## src/rtl/screen_pkg.sv

```systemverilog
// Shared constants and types for the framebuffer scan-out path.
// No logic of its own; no latency or backpressure.
package screen_pkg;

  localparam int SCREEN_W        = 128;
  localparam int SCREEN_H        = 128;
  localparam int PIX_W           = 16;
  localparam int FB_READ_LATENCY = 2;

  typedef enum logic [1:0] {
    ST_IDLE  = 2'd0,
    ST_SCAN  = 2'd1,
    ST_DRAIN = 2'd2
  } scan_state_t;

endpackage

```

## src/rtl/screen_pixel_fifo.sv

```systemverilog
// Show-ahead FIFO with an occupancy count; a write is visible at the head the next cycle.
// No internal backpressure: the producer must hold a credit, and pushes into a full FIFO without a pop are dropped.
module screen_pixel_fifo #(
  parameter int DEPTH = 4,
  parameter int DW    = 17
) (
  input  logic                       clk,
  input  logic                       reset,
  input  logic                       push,
  input  logic [DW-1:0]              push_dat,
  input  logic                       pop,
  output logic [DW-1:0]              head_dat,
  output logic                       head_vld,
  output logic [$clog2(DEPTH+1)-1:0] count
);

  localparam int AW = (DEPTH > 1) ? $clog2(DEPTH) : 1;
  localparam int CW = $clog2(DEPTH + 1);

  logic [DW-1:0] mem [DEPTH];
  logic [AW-1:0] wr_ptr;
  logic [AW-1:0] rd_ptr;
  logic          wr_ok;
  logic          rd_ok;

  // Pointers wrap explicitly so non-power-of-two depths work.
  function automatic logic [AW-1:0] bump(input logic [AW-1:0] p);
    return (p == AW'(DEPTH - 1)) ? '0 : p + 1'b1;
  endfunction

  assign rd_ok    = pop && (count != '0);
  assign wr_ok    = push && ((count != CW'(DEPTH)) || rd_ok);
  assign head_dat = mem[rd_ptr];
  assign head_vld = (count != '0);

  always_ff @(posedge clk) begin
    if (wr_ok) begin
      mem[wr_ptr] <= push_dat;
    end
  end

  always_ff @(posedge clk) begin
    if (reset) begin
      wr_ptr <= '0;
      rd_ptr <= '0;
      count  <= '0;
    end else begin
      if (wr_ok) begin
        wr_ptr <= bump(wr_ptr);
      end
      if (rd_ok) begin
        rd_ptr <= bump(rd_ptr);
      end
      if (wr_ok && !rd_ok) begin
        count <= count + 1'b1;
      end else if (!wr_ok && rd_ok) begin
        count <= count - 1'b1;
      end
    end
  end

endmodule

```

## src/rtl/screen_framebuffer_scanner.sv

```systemverilog
// Raster-order framebuffer reader feeding a valid/ready pixel stream; start->pix_valid is 4 cycles.
// Reads are credit-limited by FIFO occupancy plus in-flight reads, so pix_ready backpressure never overflows the FIFO.
module screen_framebuffer_scanner #(
  parameter int WIDTH        = screen_pkg::SCREEN_W,
  parameter int HEIGHT       = screen_pkg::SCREEN_H,
  parameter int PIX_W        = screen_pkg::PIX_W,
  parameter int FIFO_DEPTH   = 4,
  parameter int READ_LATENCY = screen_pkg::FB_READ_LATENCY
) (
  input  logic                      clk,
  input  logic                      reset,
  input  logic                      start,
  output logic                      busy,
  output logic                      frame_done,
  input  logic                      wr_busy,
  output logic                      rd_en,
  output logic [$clog2(WIDTH)-1:0]  rd_addr_x,
  output logic [$clog2(HEIGHT)-1:0] rd_addr_y,
  input  logic [PIX_W-1:0]          mem_data_in,
  input  logic                      mem_valid_in,
  output logic [PIX_W-1:0]          pix_data,
  output logic                      pix_valid,
  output logic                      pix_last,
  input  logic                      pix_ready
);

  import screen_pkg::*;

  localparam int XW = $clog2(WIDTH);
  localparam int YW = $clog2(HEIGHT);
  localparam int CW = $clog2(FIFO_DEPTH + 1);
  localparam int IW = $clog2(FIFO_DEPTH + READ_LATENCY + 1);

  typedef struct packed {
    logic             last;
    logic [PIX_W-1:0] pixel;
  } pix_entry_t;

  scan_state_t state;
  logic [IW-1:0] inflight;
  logic [CW-1:0] fifo_count;
  logic [IW:0]   credit_used;
  logic          fifo_push;
  logic          fifo_pop;
  pix_entry_t    push_entry;
  pix_entry_t    head;
  logic          head_vld;

  assign credit_used = (IW + 1)'(fifo_count) + (IW + 1)'(inflight);
  assign rd_en       = (state == ST_SCAN) && !wr_busy && (credit_used < (IW + 1)'(FIFO_DEPTH));

  // Beats with nothing outstanding are leftovers from before a reset.
  assign fifo_push = mem_valid_in && (inflight != '0);
  assign fifo_pop  = pix_valid && pix_ready;

  // Reads return in order, so the final beat is the one that empties the in-flight count in DRAIN.
  assign push_entry.last  = (state == ST_DRAIN) && (inflight == IW'(1));
  assign push_entry.pixel = mem_data_in;

  assign pix_valid = head_vld;
  assign pix_data  = head_vld ? head.pixel : '0;
  assign pix_last  = head_vld && head.last;

  screen_pixel_fifo #(
    .DEPTH (FIFO_DEPTH),
    .DW    ($bits(pix_entry_t))
  ) u_fifo (
    .clk      (clk),
    .reset    (reset),
    .push     (fifo_push),
    .push_dat (push_entry),
    .pop      (fifo_pop),
    .head_dat (head),
    .head_vld (head_vld),
    .count    (fifo_count)
  );

  always_ff @(posedge clk) begin
    if (reset) begin
      inflight <= '0;
    end else if (rd_en && !fifo_push) begin
      inflight <= inflight + 1'b1;
    end else if (!rd_en && fifo_push) begin
      inflight <= inflight - 1'b1;
    end
  end

  always_ff @(posedge clk) begin
    if (reset) begin
      state      <= ST_IDLE;
      rd_addr_x  <= '0;
      rd_addr_y  <= '0;
      busy       <= 1'b0;
      frame_done <= 1'b0;
    end else begin
      frame_done <= 1'b0;
      case (state)
        ST_IDLE: begin
          if (start) begin
            rd_addr_x <= '0;
            rd_addr_y <= '0;
            busy      <= 1'b1;
            state     <= ST_SCAN;
          end
        end
        ST_SCAN: begin
          if (rd_en) begin
            if (rd_addr_x == XW'(WIDTH - 1)) begin
              if (rd_addr_y == YW'(HEIGHT - 1)) begin
                state <= ST_DRAIN;
              end else begin
                rd_addr_x <= '0;
                rd_addr_y <= rd_addr_y + 1'b1;
              end
            end else begin
              rd_addr_x <= rd_addr_x + 1'b1;
            end
          end
        end
        ST_DRAIN: begin
          // Popping the tagged entry means the FIFO and the read pipe are both empty.
          if (fifo_pop && head.last && (inflight == '0)) begin
            frame_done <= 1'b1;
            busy       <= 1'b0;
            state      <= ST_IDLE;
          end
        end
        default: state <= ST_IDLE;
      endcase
    end
  end

endmodule
```

## config.mk

```make
export PLATFORM = sky130hd
export DESIGN_NAME = screen_framebuffer_scanner
export DESIGN_NICKNAME = d
export VERILOG_FILES = /design/src/rtl/screen_pkg.sv /design/src/rtl/screen_pixel_fifo.sv /design/src/rtl/screen_framebuffer_scanner.sv
export SDC_FILE = /design/constraint.sdc
export NUM_CORES = 1
export LEC_CHECK = 0
export BUFFER_PORTS_ARGS = -buffer_cell sky130_fd_sc_hd__buf_2
export CAP_MARGIN = 10
export CORE_MARGIN = 3
export CORE_UTILIZATION = 55
export CTS_BUF_LIST = sky130_fd_sc_hd__clkbuf_4
export DETAILED_ROUTE_END_ITERATION = 10
export HOLD_SLACK_MARGIN = 0.1
export PLACE_DENSITY_LB_ADDON = 0.15
export SETUP_SLACK_MARGIN = 0.02
export SYNTH_ARGS = -nofsm -noshare
export SYNTH_HDL_FRONTEND = slang
export SYNTH_SLANG_ARGS = --single-unit
```

## constraint.sdc

```tcl
create_clock -name clk -period 3.5 [get_ports clk]
set_input_delay 0.175 -clock clk [delete_from_list [all_inputs] [get_ports clk]]
set_output_delay 0.175 -clock clk [all_outputs]
set_load 0.05 [all_outputs]
```

## Yosys cells after proc, flatten, opt, wreduce, memory -nomap -nowiden

Memory sizes are Yosys's and may differ from the RTL's. A register that Yosys moved wholly into a read port is not among the register bits.
Index checks and enable logic that the tools add are counted.

| storage, ports and cells | value |
|---|---|
| input port bits | 22 |
| memories | 1 |
| bits in writable memories | 68 |
| bits in registers | 28 |

| cells by class | value |
|---|---|
| equality and inequality tests | 15 |
| bitwise gates (word level) | 1 |
| mux-type cells | 30 |
| add/sub/neg operators | 9 |
| reduce and logical (&&, ||, !) cells | 33 |
| order comparisons | 1 |

Memory list:

| name | words | bits a word | rd ports | clocked after Yosys merged registers in | write ports | line | source |
|---|---|---|---|---|---|---|---|
| u_fifo.mem | 4 | 17 | 1 | 1 | 1 | screen_pixel_fifo.sv:20 | `logic [DW-1:0] mem [DEPTH];` |

Operators by type and width:

| operator | number |
|---|---|
| $mux W7 | 7 |
| $pmux W7 S2 | 2 |
| $mux W2 | 9 |
| $mux W16 | 1 |
| $add A7 B1 Y7 const B | 2 |
| $eq A7 B7 Y1 const B | 2 |
| $logic_and A1 B1 Y1 | 14 |
| $mux W3 | 4 |
| $reduce_and A5 Y1 | 2 |
| $reduce_bool A2 Y1 | 4 |
| $add A3 B1 Y3 const B | 2 |
| $eq A2 B2 Y1 const B | 3 |
| $ne A2 B1 Y1 const B | 3 |
| $ne A2 B2 Y1 const B | 3 |
| $ne A3 B3 Y1 const B | 2 |
| $pmux W2 S3 | 1 |
| $reduce_bool A3 Y1 | 2 |
| $sub A3 B1 Y3 const B | 2 |
| $logic_not A1 Y1 | 5 |
| $mux W1 | 5 |
| $add A2 B1 Y2 const B | 2 |
| $add A3 B3 Y4 | 1 |
| $lt A4 B3 Y1 const B | 1 |
| $reduce_and A4 Y1 | 1 |
| other kinds (9) | 9 |

## Logic depth before layout (Yosys ltp)

| logic depth | value |
|---|---|
| depth in word-level cells | 9 |
| mapped depth | 11 |
| gate-level depth less buffers | 11 |

## By module

A second synthesis with hierarchy kept.

| second synthesis, totals | value |
|---|---|
| cells, all modules | 290 |
| area total of the unflattened synthesis | 4285.4 µm² |

By module, submodules not included:

| module | area an instance (µm²) | cells each | instances |
|---|---|---|---|
| screen_pixel_fifo | 2927.8 | 135 | 1 |
| screen_framebuffer_scanner | 1357.6 | 155 | 1 |

## Worst setup path before layout

OpenSTA, ideal clock, no wires.

| timing path | value |
|---|---|
| kind | register to register |
| from | reg inflight[0] |
| to | reg u_fifo.count[2] |
| arrival time | 2.485 ns |
| setup slack | 0.945 ns |
| setup time | 0.070 ns |
| cell stages (with the launch flop) | 12 |
| data required time | 3.430 ns |
| buffers on the path | 0 |
| cells stage by stage | dfxtp_1 inv_1 ha_1 ha_1 nand2b_1 nor2_1 ha_1 inv_1 fa_1 xor2_1 or3_1 a21oi_1 |

| between the ends | value |
|---|---|
| cells in the longest elaborated chain, start to end | 6 |
| elaborated cells between the ends (all ways) | 8 |

RTL lines:

| item | line | source |
|---|---|---|
| start, declared | screen_framebuffer_scanner.sv:40 | `logic [IW-1:0] inflight;` |
| start signal, assigned | screen_framebuffer_scanner.sv:82 | `inflight <= inflight + 1'b1;` |
| start signal, assigned | screen_framebuffer_scanner.sv:84 | `inflight <= inflight - 1'b1;` |
| $reduce_bool A3 Y1 * | screen_framebuffer_scanner.sv:53 | `assign fifo_push = mem_valid_in && (inflight != '0);` |
| $logic_and A1 B1 Y1 * | screen_framebuffer_scanner.sv:53 |  |
| $logic_and A1 B1 Y1 * | screen_pixel_fifo.sv:32 | `assign wr_ok = push && ((count != CW'(DEPTH)) \|\| rd_ok);` |
| via u_fifo.wr_ok | screen_pixel_fifo.sv:23 | `logic wr_ok;` |
| $logic_not A1 Y1 | screen_pixel_fifo.sv:56 | `end else if (!wr_ok && rd_ok) begin` |
| $logic_and A1 B1 Y1 | screen_pixel_fifo.sv:56 |  |
| $reduce_bool A2 Y1 (no source line) | n/a |  |
| end signal, assigned | screen_pixel_fifo.sv:55 | `count <= count + 1'b1;` |
| end signal, assigned | screen_pixel_fifo.sv:57 | `count <= count - 1'b1;` |
| end, declared | screen_pixel_fifo.sv:14 | `output logic [$clog2(DEPTH+1)-1:0] count` |

The timed path passes the listed nets; every way through them passes the cells marked *.
A chain may end at the register's enable or synchronous reset.

## Final worst setup path

Ends and elaborated chain as after synthesis.

==> flow_metrics.tcl <==
set metrics [dict create \
    status "finished, final reports clean" \
    drive_gt1_share_pct 28.6 \
    cts-buffers-inserted 9 \
    cts_root_buffer "clkbuf_4" \
    dp_hpwl_um 4880 \
    syn_area_per_cell_um2 14.4 \
    num_vias 2537 \
    p_sw_share_pct 37.5 \
    critPathLaunchType "flop" \
    syn_to_final_growth_pct 17.7 \
    power_frac_clock_pct 18.2 \
    syn_area_mm2 0.00415 \
    post_cts_buffers 0 \
    grt_start_max_net_pins 22 \
    clk_pin_slew_ps 130 \
    cts_sinks 98 \
    drt_iter0_drc 135 \
    grt_use_met2_pct 29.0 \
    wl_um 7510 \
    grt_usage_pct 18.5 \
    numPortBuffers 56 \
    fmax_mhz 354 \
    yosys.area.top_type_share_pct 49.2 \
    clockBufferDepth 2 \
    p_per_area_mw_per_mm2 665 \
    yosysSeqAreaShare_pct 63.6 \
    p_seq_share_pct 44.6 \
    drv_cap 0 \
    p_total_mw 3.25 \
    ys_ff_latch 98 \
    start_util_pct 56.9 \
    coreArea_mm2 0.00729 \
    die_height_um 92.9 \
    critPathRequiredTime_ps 3860 \
    wl_per_cell_um 15.8 \
    yosysUniqueCellTypes 44 \
    hold_path_class "input pin to flop" \
    yosysTopAreaCell "edfxtp_1" \
    fin_nets 410 \
    grtUsageMet3_pct 2.68 \
    pwr-share-comb_pct 37.2 \
    antenna_found_initial 0 \
    cts_tree "yes" \
    dieArea_mm2 0.00863 \
    grt_pass1_wl_um 12000 \
    p_leak_nw 1.80 \
    busiest_layer "met2" \
    path_class "flop to flop" \
    diodes 0 \
    ios 57 \
    stdcell_area_mm2 0.00489 \
    first_pass_iters 4 \
    hold_slack_ps 224 \
    cellInternalPower_mw 2.03 \
    grt_setup_unrepaired "false" \
    setup.worst_path.end_class "flop" \
    drc 0 \
    placed_area_mm2 0.00457 \
    finalHoldViolCount 0 \
    layout_min_cycle_time_ps 2820 \
    grt_util_met1_pct 25.0 \
    place_congestion 0.803 \
    irDropWorstVdd_mv 0.336 \
    syn_inst 289 \
    rows 31 \
    fin_tns_setup_ps 0 \
    crit_fanout 7 \
    maxSlewViolCount 0 \
    crit_arrival_ps 3190 \
    max_slew_margin_pct 47.1 \
    syn_nets 327 \
    h-tree-depth 3 \
    ys_top_cells_by_area "edfxtp_1 (49%), dfxtp_1 (14%), mux4_2 (9.2%), ha_1 (4.5%), and2_1 (3.2%)" \
    setup_viol 0 \
    antenna_left 0 \
    p_sw_mw 1.22 \
    finalCritPeriodShare_pct 80.7 \
    viasPerCell 5.33 \
    insertion_delay_ps 430 \
    overflow 0 \
    yosys_warnings 0 \
    grt_pass1_vias 2457 \
    fin_worst_skew_ps 18.5 \
    die_w_um 92.9 \
    worstMarginPinSlew_ps 787 \
]
cells in the final DEF, fill, tap and decap left out, types with 3 or more instances in the layout:
cell,synthesis,final
xor2_1,4,4
a21oi_1,16,16
ha_1,15,15
nor2_1,22,22
nand2_1,11,11
edfxtp_1,68,68
or4_1,3,3
mux2i_1,5,5
nand4_1,3,3
mux4_2,17,17
dlygate4sd3_1,0,18
o31ai_1,3,3
and2_1,21,21
nor3_1,3,3
dfxtp_1,30,30
xnor2_1,4,4
clkbuf_4,0,10
buf_4,1,7
nand3_1,7,7
nor4_1,3,3
o21ai_0,6,6
inv_1,10,10
buf_2,2,56
through the flow:
| stage | util (%) | setup WS, ps | instances |
|---|---|---|---|
| after floorplan | - | 945 | 289 |
| after global routing | 67.1 | 461 | 476 |
| final | 67.1 | 675 | 476 |
| after detailed placement | 62.6 | 697 | 442 |
| after global placement | 62.6 | 806 | 442 |
| after CTS | 67.1 | 655 | 476 |
what timing repair did:
action,CTS,global route
resized for setup,0,0
hold buffers,18,0
endpoints found under the hold margin,67,0
endpoints found under the setup margin,0,0
final cells by class:
type	count	area, µm²
multi-input combinational	172	1430
fill	564	2400
inverter	10	37.5
clock inverter	6	66.3
sequential	98	2640
tap	99	124
clock buffer	10	75.1
timing repair buffer	81	513
critical path: stages, from the launching register on:
cell and delay (ps):
dfxtp_1 440, inv_1 70, ha_1 200, ha_1 180, nand2b_1 170, nor2_1 360, ha_1 270, inv_1 70
fa_1 370, xor2_1 170, or3_1 310, a21oi_1 140
cells by family after synthesis:
group	share of synthesized area [%]
flops	63.6
simple gates	13.2
compound gates	4.19
mux	10.4
buf+inv	1.90
fa+ha+maj	5.00
xor+xnor	1.69
cell usage after synthesis:
cell / count
nor2b_1: 2
o22ai_1: 1
buf_2: 2
o21a_4: 1
ha_1: 15
nand2b_1: 2
mux2i_1: 5
a21o_1: 1
nor3b_1: 2
nand3_1: 7
o31ai_1: 3
clkbuf_1: 4
xor2_1: 4
and3_1: 2
nor3b_2: 1
a21oi_1: 16
nand4b_1: 1
xnor2_1: 4
nor2_1: 22
inv_1: 10
or3b_2: 1
nor4_2: 1
edfxtp_1: 68
and2_1: 21
or3_2: 2
nand4_1: 3
fa_1: 1
nor4_1: 3
o21ai_0: 6
or3_1: 2
mux4_2: 17
buf_4: 1
nand2_1: 11
nor3_1: 3
dfxtp_1: 30
clkbuf_2: 1
or2_4: 1
a31oi_1: 2
buf_1: 1
or2_2: 2
nand3_2: 2
or4_1: 3
nor4b_1: 1
and2b_2: 1
path summary, 6_finish.rpt:
check	start	slack, ps	end	cells past startpoint
max	inflight[0]$_SDFFE_PP0P_	680	u_fifo.count[2]$_SDFFE_PP0P_	11
min	start	220	state[0]$_SDFFE_PP0P_	4
max reg2reg	inflight[0]$_SDFFE_PP0P_	680	u_fifo.count[2]$_SDFFE_PP0P_	11
min reg2reg	rd_addr_x[6]$_SDFFE_PP0P_	480	rd_addr_x[6]$_SDFFE_PP0P_	2
registers in the layout, indices dropped and copies added (netlist names), named ones only:
signal,count
busy,1
u_fifo.count,3
state,2
u_fifo.wr_ptr,2
u_fifo.mem,68
u_fifo.rd_ptr,2
rd_addr_x,7
rd_addr_y,7
inflight,3
frame_done,1
routing by layer:
metal	part of all wire (%)	up-vias	wire [µm]
met2	50	73	3730
met3	4.5	14	339
li1	-	1246	-
met5	0	-	0
met1	44	1204	3270
met4	2.3	0	170
power groups by stage:
stage	Sequential, mW	Clock (mW)	Combinational [mW]
after CTS	1.45	0.615	1.22
after detailed placement	1.48	0	1.20
after floorplan	1.47	0	0.943
final	1.45	0.592	1.21
after global routing	1.47	0.661	1.31
after global placement	1.47	0	1.19
(Power assumes the default switching activity.)
